**config.mk**
```make
export PLATFORM = sky130hd
export DESIGN_NAME = reset_sequencer
export DESIGN_NICKNAME = d
export VERILOG_FILES = /design/src/rtl/reset_sequencer.sv
export SDC_FILE = /design/constraint.sdc
export NUM_CORES = 1
export LEC_CHECK = 0
export CORE_ASPECT_RATIO = 0.6
export CORE_MARGIN = 2
export CORE_UTILIZATION = 25
export DETAILED_ROUTE_END_ITERATION = 7
export PLACE_DENSITY = 0.44
export REMOVE_ABC_BUFFERS = 1
export SYNTH_ARGS = -nofsm -noshare
export SYNTH_HDL_FRONTEND = slang
export SYNTH_SLANG_ARGS = --single-unit
```
**constraint.sdc**
```tcl
create_clock -name clk_ref -period 6.4 [get_ports clk_ref]
set_clock_uncertainty 0.2 [all_clocks]
set_input_delay 1.28 -clock clk_ref [delete_from_list [all_inputs] [get_ports clk_ref]]
set_output_delay 1.28 -clock clk_ref [all_outputs]
set_load 0.05 [all_outputs]
```
**src/rtl/reset_sequencer.sv**
```systemverilog
// Purpose: qualify reset release on external reset and PLL lock, then release cold and per-domain resets in order.
// Latency: cold release DEBOUNCE_CYCLES+1 edges after inputs go good, then one domain every STAGE_CYCLES; full reset asserts in 1 cycle.
// Backpressure: none on the sequence; software resets use a level req/ack 4-phase handshake per domain.
module reset_sequencer #(
    parameter int NUM_DOMAINS      = 3,
    parameter int DEBOUNCE_CYCLES  = 256,
    parameter int STAGE_CYCLES     = 16,
    parameter int SOFT_HOLD_CYCLES = 8
) (
    input  logic                   clk_ref,
    input  logic                   por,
    input  logic                   rst_ext_n,
    input  logic                   pll_locked,
    input  logic                   lock_loss_rst_en,
    input  logic [NUM_DOMAINS-1:0] soft_rst_req,
    output logic [NUM_DOMAINS-1:0] soft_rst_ack,
    output logic                   rst_cold_n,
    output logic [NUM_DOMAINS-1:0] rst_dom_n,
    output logic                   rst_done,
    output logic [1:0]             rst_cause,
    output logic                   lock_lost
);

    localparam int MAX_CNT = (DEBOUNCE_CYCLES > STAGE_CYCLES) ? DEBOUNCE_CYCLES : STAGE_CYCLES;
    localparam int CNT_W   = $clog2(MAX_CNT) + 1;
    localparam int HOLD_W  = $clog2(SOFT_HOLD_CYCLES) + 1;
    localparam int IDX_W   = (NUM_DOMAINS > 1) ? $clog2(NUM_DOMAINS) : 1;

    localparam logic [CNT_W-1:0]  DEB_LAST  = CNT_W'(DEBOUNCE_CYCLES - 1);
    localparam logic [CNT_W-1:0]  STG_LAST  = CNT_W'(STAGE_CYCLES - 1);
    localparam logic [HOLD_W-1:0] HOLD_LAST = HOLD_W'(SOFT_HOLD_CYCLES - 1);
    localparam logic [IDX_W-1:0]  IDX_LAST  = IDX_W'(NUM_DOMAINS - 1);

    localparam logic [2:0] ST_ASSERT   = 3'd0;
    localparam logic [2:0] ST_DEBOUNCE = 3'd1;
    localparam logic [2:0] ST_COLD     = 3'd2;
    localparam logic [2:0] ST_STAGE    = 3'd3;
    localparam logic [2:0] ST_COMPLETE = 3'd4;

    localparam logic [1:0] SS_IDLE = 2'd0;
    localparam logic [1:0] SS_HOLD = 2'd1;
    localparam logic [1:0] SS_ACK  = 2'd2;

    localparam logic [1:0] CAUSE_POR  = 2'b00;
    localparam logic [1:0] CAUSE_EXT  = 2'b01;
    localparam logic [1:0] CAUSE_LOCK = 2'b10;

    logic [2:0]             state;
    logic [CNT_W-1:0]       cnt;
    logic [IDX_W-1:0]       idx;
    logic [1:0]             soft_st  [NUM_DOMAINS];
    logic [HOLD_W-1:0]      hold_cnt [NUM_DOMAINS];

    logic                   in_run;
    logic                   ext_hit;
    logic                   lock_hit;
    logic                   full_rst;
    logic                   stage_done;
    logic [NUM_DOMAINS-1:0] stage_rel;

    // Decode full-reset events and which domain (if any) is released this cycle.
    always_comb begin
        in_run     = (state == ST_COLD) || (state == ST_STAGE) || (state == ST_COMPLETE);
        ext_hit    = in_run && !rst_ext_n;
        lock_hit   = in_run && !pll_locked;
        full_rst   = ext_hit || (lock_hit && lock_loss_rst_en);
        stage_done = (state == ST_STAGE) && (cnt == STG_LAST);
        stage_rel  = '0;
        for (int i = 0; i < NUM_DOMAINS; i++) begin
            if (stage_done && (idx == IDX_W'(i))) begin
                stage_rel[i] = 1'b1;
            end
        end
    end

    // Main sequencer: debounce, cold release, staged release, cause and lock-loss tracking.
    always_ff @(posedge clk_ref) begin
        if (por) begin
            state      <= ST_ASSERT;
            cnt        <= '0;
            idx        <= '0;
            rst_cold_n <= 1'b0;
            rst_done   <= 1'b0;
            rst_cause  <= CAUSE_POR;
            lock_lost  <= 1'b0;
        end else if (full_rst) begin
            // External reset outranks lock loss when both are seen together.
            state      <= ST_ASSERT;
            cnt        <= '0;
            idx        <= '0;
            rst_cold_n <= 1'b0;
            rst_done   <= 1'b0;
            rst_cause  <= ext_hit ? CAUSE_EXT : CAUSE_LOCK;
        end else begin
            // Lock dropped with re-sequencing disabled: flag it and keep running.
            if (lock_hit) begin
                lock_lost <= 1'b1;
            end
            case (state)
                ST_ASSERT: begin
                    rst_cold_n <= 1'b0;
                    rst_done   <= 1'b0;
                    cnt        <= '0;
                    if (rst_ext_n && pll_locked) begin
                        state <= ST_DEBOUNCE;
                    end
                end
                ST_DEBOUNCE: begin
                    // A glitch here restarts qualification without touching the cause.
                    if (!rst_ext_n || !pll_locked) begin
                        state <= ST_ASSERT;
                        cnt   <= '0;
                    end else if (cnt == DEB_LAST) begin
                        state <= ST_COLD;
                        cnt   <= '0;
                    end else begin
                        cnt <= cnt + CNT_W'(1);
                    end
                end
                ST_COLD: begin
                    rst_cold_n <= 1'b1;
                    idx        <= '0;
                    cnt        <= '0;
                    state      <= ST_STAGE;
                end
                ST_STAGE: begin
                    if (cnt == STG_LAST) begin
                        cnt <= '0;
                        if (idx == IDX_LAST) begin
                            state <= ST_COMPLETE;
                        end else begin
                            idx <= idx + IDX_W'(1);
                        end
                    end else begin
                        cnt <= cnt + CNT_W'(1);
                    end
                end
                ST_COMPLETE: begin
                    rst_done <= 1'b1;
                end
                default: begin
                    state <= ST_ASSERT;
                end
            endcase
        end
    end

    // Domain reset outputs: staged release plus independent per-domain software reset handshakes.
    always_ff @(posedge clk_ref) begin
        if (por || full_rst) begin
            rst_dom_n    <= '0;
            soft_rst_ack <= '0;
            for (int i = 0; i < NUM_DOMAINS; i++) begin
                soft_st[i]  <= SS_IDLE;
                hold_cnt[i] <= '0;
            end
        end else begin
            for (int i = 0; i < NUM_DOMAINS; i++) begin
                if (stage_rel[i]) begin
                    rst_dom_n[i] <= 1'b1;
                end
                case (soft_st[i])
                    SS_IDLE: begin
                        // Only a fully sequenced system accepts software resets.
                        if ((state == ST_COMPLETE) && soft_rst_req[i]) begin
                            rst_dom_n[i] <= 1'b0;
                            hold_cnt[i]  <= '0;
                            soft_st[i]   <= SS_HOLD;
                        end
                    end
                    SS_HOLD: begin
                        if (hold_cnt[i] == HOLD_LAST) begin
                            rst_dom_n[i]    <= 1'b1;
                            soft_rst_ack[i] <= 1'b1;
                            soft_st[i]      <= SS_ACK;
                        end else begin
                            hold_cnt[i] <= hold_cnt[i] + HOLD_W'(1);
                        end
                    end
                    SS_ACK: begin
                        if (!soft_rst_req[i]) begin
                            soft_rst_ack[i] <= 1'b0;
                            soft_st[i]      <= SS_IDLE;
                        end
                    end
                    default: begin
                        soft_st[i] <= SS_IDLE;
                    end
                endcase
            end
        end
    end

endmodule

```
==> results.json, run 1 <==
{
  "viasPerCell": 4.56,
  "grt_max_degree": 19,
  "syn_inst": 233,
  "fmax_mhz": 317,
  "hpwl_um": 3680,
  "drv_slew": 0,
  "whs_ns": 0.288,
  "cts-root-buf": "clkbuf_16",
  "path_buf_inv": 2,
  "start_util_pct": 25.8,
  "ys_ff_latch": 43,
  "yosysWarnings": 0,
  "finalCritPeriodShare_pct": 49.4,
  "cp-start-kind": "primary input",
  "cts-hold-fix-buffers": 0,
  "arrival_ns": 2.92,
  "antenna_left": 0,
  "clock_path_buffers": 2,
  "grt_usage_pct": 11.1,
  "worst_ep_required_time_ns": 6.16,
  "max_slew_margin_pct": 54.9,
  "finalWorstSetupSlack_ns": 3.24,
  "fin_setup_tns_ns": 0,
  "path_clk_slew_ns": 0.06,
  "r2r_slack_ns": 3.81,
  "fp-row-count": 26,
  "port_buffers": 18,
  "ios": 19,
  "reg2regPathDepth": 4,
  "dp_slack_ns": 2.99,
  "synth_area_um2": 2200,
  "core_area_um2": 8520,
  "dieHeight_um": 76.7,
  "final_core_util_pct": 31.4,
  "ys_seq_area_share_pct": 46.8,
  "cap_viol_max_count": 0,
  "route.detailed.drc": 0,
  "ir_drop_uv": 101,
  "cpLargestDelayFamily": "simple AND/OR/NAND/NOR gates",
  "status": "completed",
  "die_area_um2": 9590,
  "routed_wl_um": 4940,
  "power.leakage_nw": 0.975,
  "clock-sinks": 43,
  "first_iter_violations": 82,
  "crit_path_top_delay_cell": "clkdlybuf4s50_1",
  "grt_pass1_vias": 1652,
  "finalHoldViolCount": 0,
  "critPathKind": "primary input to register",
  "syn_to_final_growth_pct": 21.4,
  "reg2reg_to": "hold_cnt[0][1]",
  "grt_pass1_wl_um": 8420,
  "rsz0062_at_grt": "no",
  "firstDrtPassIters": 4,
  "cts_tree": "yes",
  "cp-endpoint": "hold_cnt[0][1]",
  "min_path_type": "register to register",
  "crit_path_end_kind": "register",
  "postCtsSetupRepairBufs": 0,
  "place_congestion": 0.776,
  "critical_path_depth": 5,
  "post_cts_resized": 0,
  "drive_gt1_share_pct": 6.30,
  "min_period_ns": 3.16,
  "synth_cell_type_count": 47,
  "cts_buffers": 5,
  "power.density_nw_per_um2": 235,
  "grt_overflow": 0,
  "fp.dieW_um": 125,
  "path_max_fanout": 8,
  "rr_startpoint": "state[2]",
  "path_cells": "clkdlybuf4s50_1 -> inv_1 -> a2bb2oi_1 -> nor2_1 -> nand3_1",
  "clk-insertion-delay-late_ns": 0.28,
  "grt_antenna_before_repair": 0,
  "setup_viol": 0,
  "vias": 1670,
  "crit_start": "rst_ext_n",
  "ff_latch_area_um2": 1030,
  "nNetsFinal": 270,
  "num-fill-cells": 913,
  "worst_slew_pin_slew_ns": 0.676,
  "n_antenna_cell": 0,
  "htreeDepth": 2,
  "multi_input_area_um2": 1110,
  "cp_slowest_stage_delay_ns": 0.54,
  "routedWlPerCell_um": 13.5,
  "syn_area_per_cell_um2": 9.45
}
[kinds of logic after synthesis]
| group | share of synthesized area, % |
|---|---|
| flops | 46.8 |
| compound gates | 12.5 |
| fa+ha+maj | 5.12 |
| buf+inv | 2.73 |
| simple gates | 27.2 |
| mux | 0.455 |
| xor+xnor | 5.17 |
[synthesized netlist by cell type (all sizes together)]
cell / instances / area [um^2]
or4: 1 / 7.51
or3: 3 / 18.8
clkbuf: 2 / 8.75
xor2: 6 / 52.6
o211ai: 2 / 15.0
xnor2: 7 / 61.3
nor3b: 3 / 33.8
nand3b: 2 / 15.0
a211oi: 4 / 30.0
nor4: 1 / 21.3
a21o: 2 / 15.0
nand2: 22 / 85.1
or2: 1 / 6.26
a21oi: 14 / 70.1
edfxtp: 17 / 510
o22ai: 1 / 12.5
o221ai: 1 / 8.76
and3: 4 / 25.0
a2bb2oi: 1 / 8.76
mux2i: 1 / 10.0
nor2b: 9 / 56.3
o21ai: 7 / 35.0
and3b: 1 / 8.76
buf: 3 / 13.8
nand3: 11 / 55.1
o31ai: 1 / 7.51
nand4b: 3 / 26.3
a31oi: 3 / 18.8
and4b: 1 / 10.0
inv: 10 / 37.5
a311o: 2 / 20.0
nor4b: 2 / 17.5
or3b: 2 / 17.5
nor2: 35 / 131
nand4: 1 / 6.26
nand2b: 7 / 43.8
a221oi: 2 / 17.5
nor3: 1 / 5.00
ha: 9 / 113
dfxtp: 26 / 521
o311ai: 1 / 16.3
and2: 1 / 7.51
[through the flow]
step,std cells,cell area (um^2),total power [mW]
3_5_place_dp,358,2500,0.338
5_1_grt,366,2670,0.654
3_3_place_gp,358,2500,0.338
6_report,366,2670,0.629
4_1_cts,366,2670,0.637
2_1_floorplan,228,2180,0.324
[final cells by class]
type / instances / share of cell area [%]
Clock inverter: 2 / 1.31
Timing Repair Buffer: 18 / 6.74
Multi-Input combinational cell: 175 / 41.5
Tap cell: 112 / 5.24
Clock buffer: 6 / 5.20
Sequential cell: 43 / 38.6
Inverter: 10 / 1.40
[where the power goes]
group	internal (mW)	switching, mW
sequential	0.292	0.00639
combinational	0.0142	0.0189
clock	0.194	0.103
total	0.501	0.128
[how the worst min path moves through the flow]
stage / start / endpoint / slack [ns] / cells after the start
floorplan: cnt[8] / cnt[8] / 0.27 / 2
global placement: lock_lost / lock_lost / 0.28 / 2
detailed placement: lock_lost / lock_lost / 0.27 / 2
CTS: rst_done / rst_done / 0.29 / 2
global route: rst_done / rst_done / 0.32 / 2
finish: soft_rst_ack[1] / soft_rst_ack[1] / 0.29 / 2
[state kept, by name, summed over array words and instances (netlist names), 2 cells and up]
name          flops
state             3
rst_dom_n         3
rst_cause         2
soft_st           6
idx               2
soft_rst_ack      3
cnt               9
hold_cnt         12
[worst register-to-register path, delay by kind of cell, from the launching register on]
family,cells,cell delay [ns]
flip-flops,1,0.72
AO/OA/AOI/OAI,1,0.17
AND/OR/NAND/NOR,3,1.17
[cell usage in the layout, fill, tap and decap left out, types with 3 or more instances in the layout]
cell type and count:
nor2_1 35, ha_1 9, nand4b_1 3, a21oi_1 14, edfxtp_1 17, dfxtp_1 26, a31oi_1 3, nand3_1 11
and3_1 4, xor2_1 6, nand2_1 21, o21ai_0 7, nand2b_1 7, xnor2_1 7, clkdlybuf4s50_1 18, a211oi_1 4
inv_1 10, nor2b_1 9, clkbuf_16 5, or3_1 3
[metal layers]
metal / wire length [um] / GRT usage (%)
met1: 3010 / 17.8
met2: 1670 / 13.6
met3: 186 / 2.44
met4: 70 / 4.56
met5: 0 / 0
Note: power is estimated with default switching activity, not from simulation.
==> run 2, diff against run 1 <==
clock period = 3.02 ns   (was 6.4 ns; I/O delays follow)
==> run 2 against run 1 <==
  * First-iteration DRC count is 20% higher
  * Global-route usage is 0.24 points lower
  * Die area stayed put
==> results.json, run 2 (synthesis results as in run 1) <==
{
  "status": "completed",
  "grt_pass1_vias": 1613,
  "min_path_type": "register to register",
  "power.leakage_nw": 0.996,
  "finalHoldViolCount": 0,
  "firstDrtPassIters": 5,
  "hold-path-endpoint": "rst_cold_n",
  "multi_input_area_um2": 1110,
  "fin_setup_tns_ns": 0,
  "routed_wl_um": 4860,
  "hp-start": "rst_cold_n",
  "place_congestion": 0.735,
  "nNetsFinal": 275,
  "largest_reg_flops": 12,
  "worst_ep_required_time_ns": 2.80,
  "fp-row-count": 26,
  "finalWorstSetupSlack_ns": 0.641,
  "final_core_util_pct": 31.7,
  "min_period_ns": 2.38,
  "grt_antenna_before_repair": 0,
  "vias": 1684,
  "routedWlPerCell_um": 13.1,
  "clock_path_buffers": 2,
  "finalCritPeriodShare_pct": 78.8,
  "clock-sinks": 43,
  "cp-start-kind": "primary input",
  "core_area_um2": 8520,
  "start_util_pct": 25.8,
  "worst_slew_pin_slew_ns": 0.660,
  "grt_max_degree": 15,
  "setup_viol": 0,
  "grt_usage_pct": 10.8,
  "cts-root-buf": "clkbuf_16",
  "final_common_cell": "nor2_1",
  "arrival_ns": 2.16,
  "clk-insertion-delay-late_ns": 0.28,
  "layout_common_cells": "35 x nor2_1, 26 x dfxtp_1, 21 x nand2_1",
  "drive_gt1_share_pct": 8.11,
  "placedCellCount": 363,
  "grt_overflow": 0,
  "cap_viol_max_count": 0,
  "largest-register": "hold_cnt",
  "crit_path_top_delay_cell": "clkdlybuf4s50_1",
  "ios": 19,
  "drv_slew": 0,
  "grt_pass1_wl_um": 8300,
  "path_clk_slew_ns": 0.06,
  "hold_depth": 2,
  "postCtsSetupRepairBufs": 0,
  "crit_path_end_kind": "register",
  "first_iter_violations": 98,
  "viasPerCell": 4.54,
  "reg2reg_to": "hold_cnt[2][3]",
  "hpwl_um": 3690,
  "num-fill-cells": 903,
  "port_buffers": 18,
  "max_slew_margin_pct": 55.9,
  "cts_tree": "yes",
  "cts_buffers": 5,
  "fin_cells": 371,
  "n_antenna_cell": 0,
  "post_cts_resized": 0,
  "dp_slack_ns": 0.309,
  "cp_slowest_stage_delay_ns": 0.49,
  "rsz0062_at_grt": "no",
  "reg2regPathDepth": 4,
  "path_cells": "clkdlybuf4s50_1 -> nor2b_1 -> a2bb2oi_1 -> nor2_1 -> nand3_1",
  "finalPower_mw": 1.33,
  "dieHeight_um": 76.7,
  "power.density_nw_per_um2": 490,
  "antenna_left": 0,
  "htreeDepth": 2,
  "die_area_um2": 9590,
  "path_max_fanout": 8,
  "route.detailed.drc": 0,
  "reg_top3": "hold_cnt (12), cnt (9), soft_st (6)",
  "ff_latch_area_um2": 1030,
  "syn_to_final_growth_pct": 22.9,
  "rr_startpoint": "state[1]",
  "critPathKind": "primary input to register",
  "cts-hold-fix-buffers": 0,
  "fmax_mhz": 420,
  "fp.dieW_um": 125,
  "r2r_slack_ns": 0.76,
  "ir_drop_uv": 241
}
==> run 2: cell types whose count changed in the layout (fill, tap and decap cells not counted) <==
cell,change
clkbuf_8,-1
buf_4,+5
clkinv_4,+1
==> run 2: worst max-delay path by stage <==
stage,start,to,depth (start not counted)
after floorplan,state[2],hold_cnt[1][0],4
after global placement,rst_ext_n,hold_cnt[2][1],5
after detailed placement,lock_loss_rst_en,hold_cnt[2][1],5
after CTS,lock_loss_rst_en,hold_cnt[0][1],5
after global routing,lock_loss_rst_en,hold_cnt[1][3],5
final,lock_loss_rst_en,hold_cnt[1][1],5
==> run 2: layout make-up <==
class | instances | area share (%)
Sequential cell | 43 | 38.1
Inverter | 10 | 1.39
Tap cell | 112 | 5.18
Timing Repair Buffer | 23 | 8.05
Clock buffer | 5 | 4.63
Clock inverter | 3 | 1.62
Multi-Input combinational cell | 175 | 41.0
==> run 2: per-layer routing <==
| metal | vias up | track usage (%) | share of wire, % |
|---|---|---|---|
| li1 | 875 | - | - |
| met1 | 773 | 18.6 | 62 |
| met2 | 31 | 12.4 | 33 |
| met3 | 5 | 2.16 | 3.8 |
| met4 | 0 | 3.67 | 1.3 |
| met5 | - | 0 | 0 |
==> run 2: through the flow <==
stage | hold WS (ns) | instance area, um^2
after floorplan | 0.274 | 2180
after global placement | 0.282 | 2540
after detailed placement | 0.260 | 2540
after CTS | 0.289 | 2710
after global routing | 0.313 | 2710
final | 0.291 | 2710
==> run 2: power breakdown <==
part | total, mW | switching, mW | internal [mW]
clock | 0.621 | 0.231 | 0.390
sequential | 0.630 | 0.0109 | 0.620
combinational | 0.0752 | 0.0425 | 0.0327
==> run 2: critical path, delay by kind of cell <==
kind	cells	cell delay, ns
and+or+nand+nor	3	0.73
buffers and inverters	1	0.49
AOI/OAI and AO/OA	1	0.33
==> run 3, diff against run 2 <==
clock period = 2.25 ns   (was 3.02 ns; I/O delays follow)
==> run 3 against run 2 <==
  * Highest routed layer unchanged
  * Critical path depth decreased by 4
  * Critical path type is now register to output pin
  * Via count increased by 6.2%
  * Power increased by 28%
  * Cell count increased by 6.5%
  * Final area increased by 5.9%
==> results.json, run 3 (synthesis results as in run 1) <==
{
  "status": "completed",
  "grt_usage_pct": 11.6,
  "post_cts_resized": 0,
  "fp.dieW_um": 125,
  "routedWlPerCell_um": 12.9,
  "cts_tree": "yes",
  "critPathKind": "register to output pin",
  "cp-start-kind": "register",
  "crit_path_top_delay_cell": "clkdlybuf4s50_1",
  "layout_common_cells": "35 x nor2_1, 29 x buf_4, 26 x dfxtp_1",
  "power_switching_mw": 0.399,
  "largest-register": "hold_cnt",
  "min_period_ns": 2.13,
  "intPower_mw": 1.30,
  "power.leakage_nw": 1.10,
  "largest_reg_flops": 12,
  "first_iter_violations": 79,
  "clk-insertion-delay-late_ns": 0.29,
  "path_max_fanout": 2,
  "htreeDepth": 2,
  "cp_slowest_stage_delay_ns": 0.83,
  "setup_viol": 0,
  "path_clk_slew_ns": 0.06,
  "cts-root-buf": "clkbuf_16",
  "postCtsSetupRepairBufs": 0,
  "viasPerCell": 4.53,
  "firstDrtPassIters": 4,
  "worst_slew_pin_slew_ns": 0.511,
  "drv_slew": 0,
  "core_area_um2": 8520,
  "drive_gt1_share_pct": 15.9,
  "arrival_ns": 1.48,
  "dp_slack_ns": -0.0366,
  "dieHeight_um": 76.7,
  "path_buf_inv": 1,
  "pwr-share-comb_pct": 6.7,
  "ir_drop_uv": 308,
  "nNetsFinal": 299,
  "cts-hold-fix-buffers": 0,
  "num-fill-cells": 902,
  "finalCritPeriodShare_pct": 94.8,
  "final_common_cell": "nor2_1",
  "grt_overflow": 0,
  "grt_pass1_wl_um": 8720,
  "grt_pass1_vias": 1719,
  "routed_wl_um": 5110,
  "cts_buffers": 5,
  "min_path_type": "register to register",
  "worst_ep_required_time_ns": 1.60,
  "cpLargestDelayFamily": "buffers and inverters",
  "clock_path_buffers": 2,
  "route.detailed.drc": 0,
  "grt_antenna_before_repair": 0,
  "port_buffers": 18,
  "die_area_um2": 9590,
  "fin_cells": 395,
  "r2r_slack_ns": 0.19,
  "p_sw_share_pct": 23.5,
  "hpwl_um": 3890,
  "ios": 19,
  "reg_top3": "hold_cnt (12), cnt (9), soft_st (6)",
  "n_antenna_cell": 0,
  "p_clk_share_pct": 43.6,
  "crit_path_end_kind": "output pin",
  "sequentialPowerShare_pct": 49.8,
  "path_cells": "clkdlybuf4s50_1",
  "start_util_pct": 25.8,
  "cap_viol_max_count": 0,
  "power.density_nw_per_um2": 593,
  "finalHoldViolCount": 0,
  "rsz0062_at_grt": "no",
  "finalWorstSetupSlack_ns": 0.116,
  "clock-sinks": 43,
  "fmax_mhz": 469,
  "max_slew_margin_pct": 65.8,
  "antenna_left": 0,
  "vias": 1789,
  "syn_to_final_growth_pct": 30.2,
  "fp-row-count": 26,
  "place_congestion": 0.728,
  "placedCellCount": 386,
  "grt_max_degree": 18
}
==> run 3: per-layer routing <==
metal  vias to the layer above  global-route usage [%]  wire [um]  part of all wire, %
met5                         -                       0          0                    0
met4                         0                    5.33        107                  2.1
met3                         8                    2.37        155                  3.0
met2                        30                    13.8       1790                   35
met1                       827                    19.0       3060                   60
li1                        924                       -          -                    -
==> run 3: power by group through the flow <==
| stage | Combinational, mW | Clock, mW | Sequential (mW) |
|---|---|---|---|
| after floorplan | 0.0585 | 0 | 0.863 |
| after global placement | 0.114 | 0 | 0.864 |
| after detailed placement | 0.112 | 0 | 0.864 |
| after CTS | 0.114 | 0.767 | 0.846 |
| after global routing | 0.127 | 0.799 | 0.849 |
| final | 0.113 | 0.741 | 0.846 |
==> run 3: tightest hold or removal path, cell delays in order, from the launching register on <==
cell,delay (ns)
dfxtp_1,0.31
o21ai_0,0.06
a21oi_1,0.06
==> run 3: area by class of cell <==
cell class	instances	area (um^2)	area share [%]
clock inverter	3	23.8	0.830
multi-input combinational	175	1110	38.7
inverter	10	37.5	1.31
clock buffer	5	125	4.37
timing repair buffer	47	398	13.9
tap	112	140	4.89
sequential	43	1030	36.0
==> run 3: final timing paths <==
check                               endpoint  cells after the start    startpoint
worst max-delay path            rst_dom_n[1]                      1  rst_dom_n[1]
worst min-delay path                rst_done                      2      rst_done
worst max register to register        cnt[0]                      9        cnt[0]
worst min register to register      rst_done                      2      rst_done
==> run 3: metrics by stage <==
stage	power (mW)	TNS (ns)	util, %	area (um^2)	hold WS [ns]
after global routing	1.78	0	33.6	2870	0.316
after CTS	1.73	0	33.5	2860	0.293
after detailed placement	0.977	-0.397	31.8	2710	0.268
final	1.70	0	33.6	2870	0.284
after global placement	0.977	-0.0676	31.8	2710	0.277
after floorplan	0.922	0	-	2180	0.274
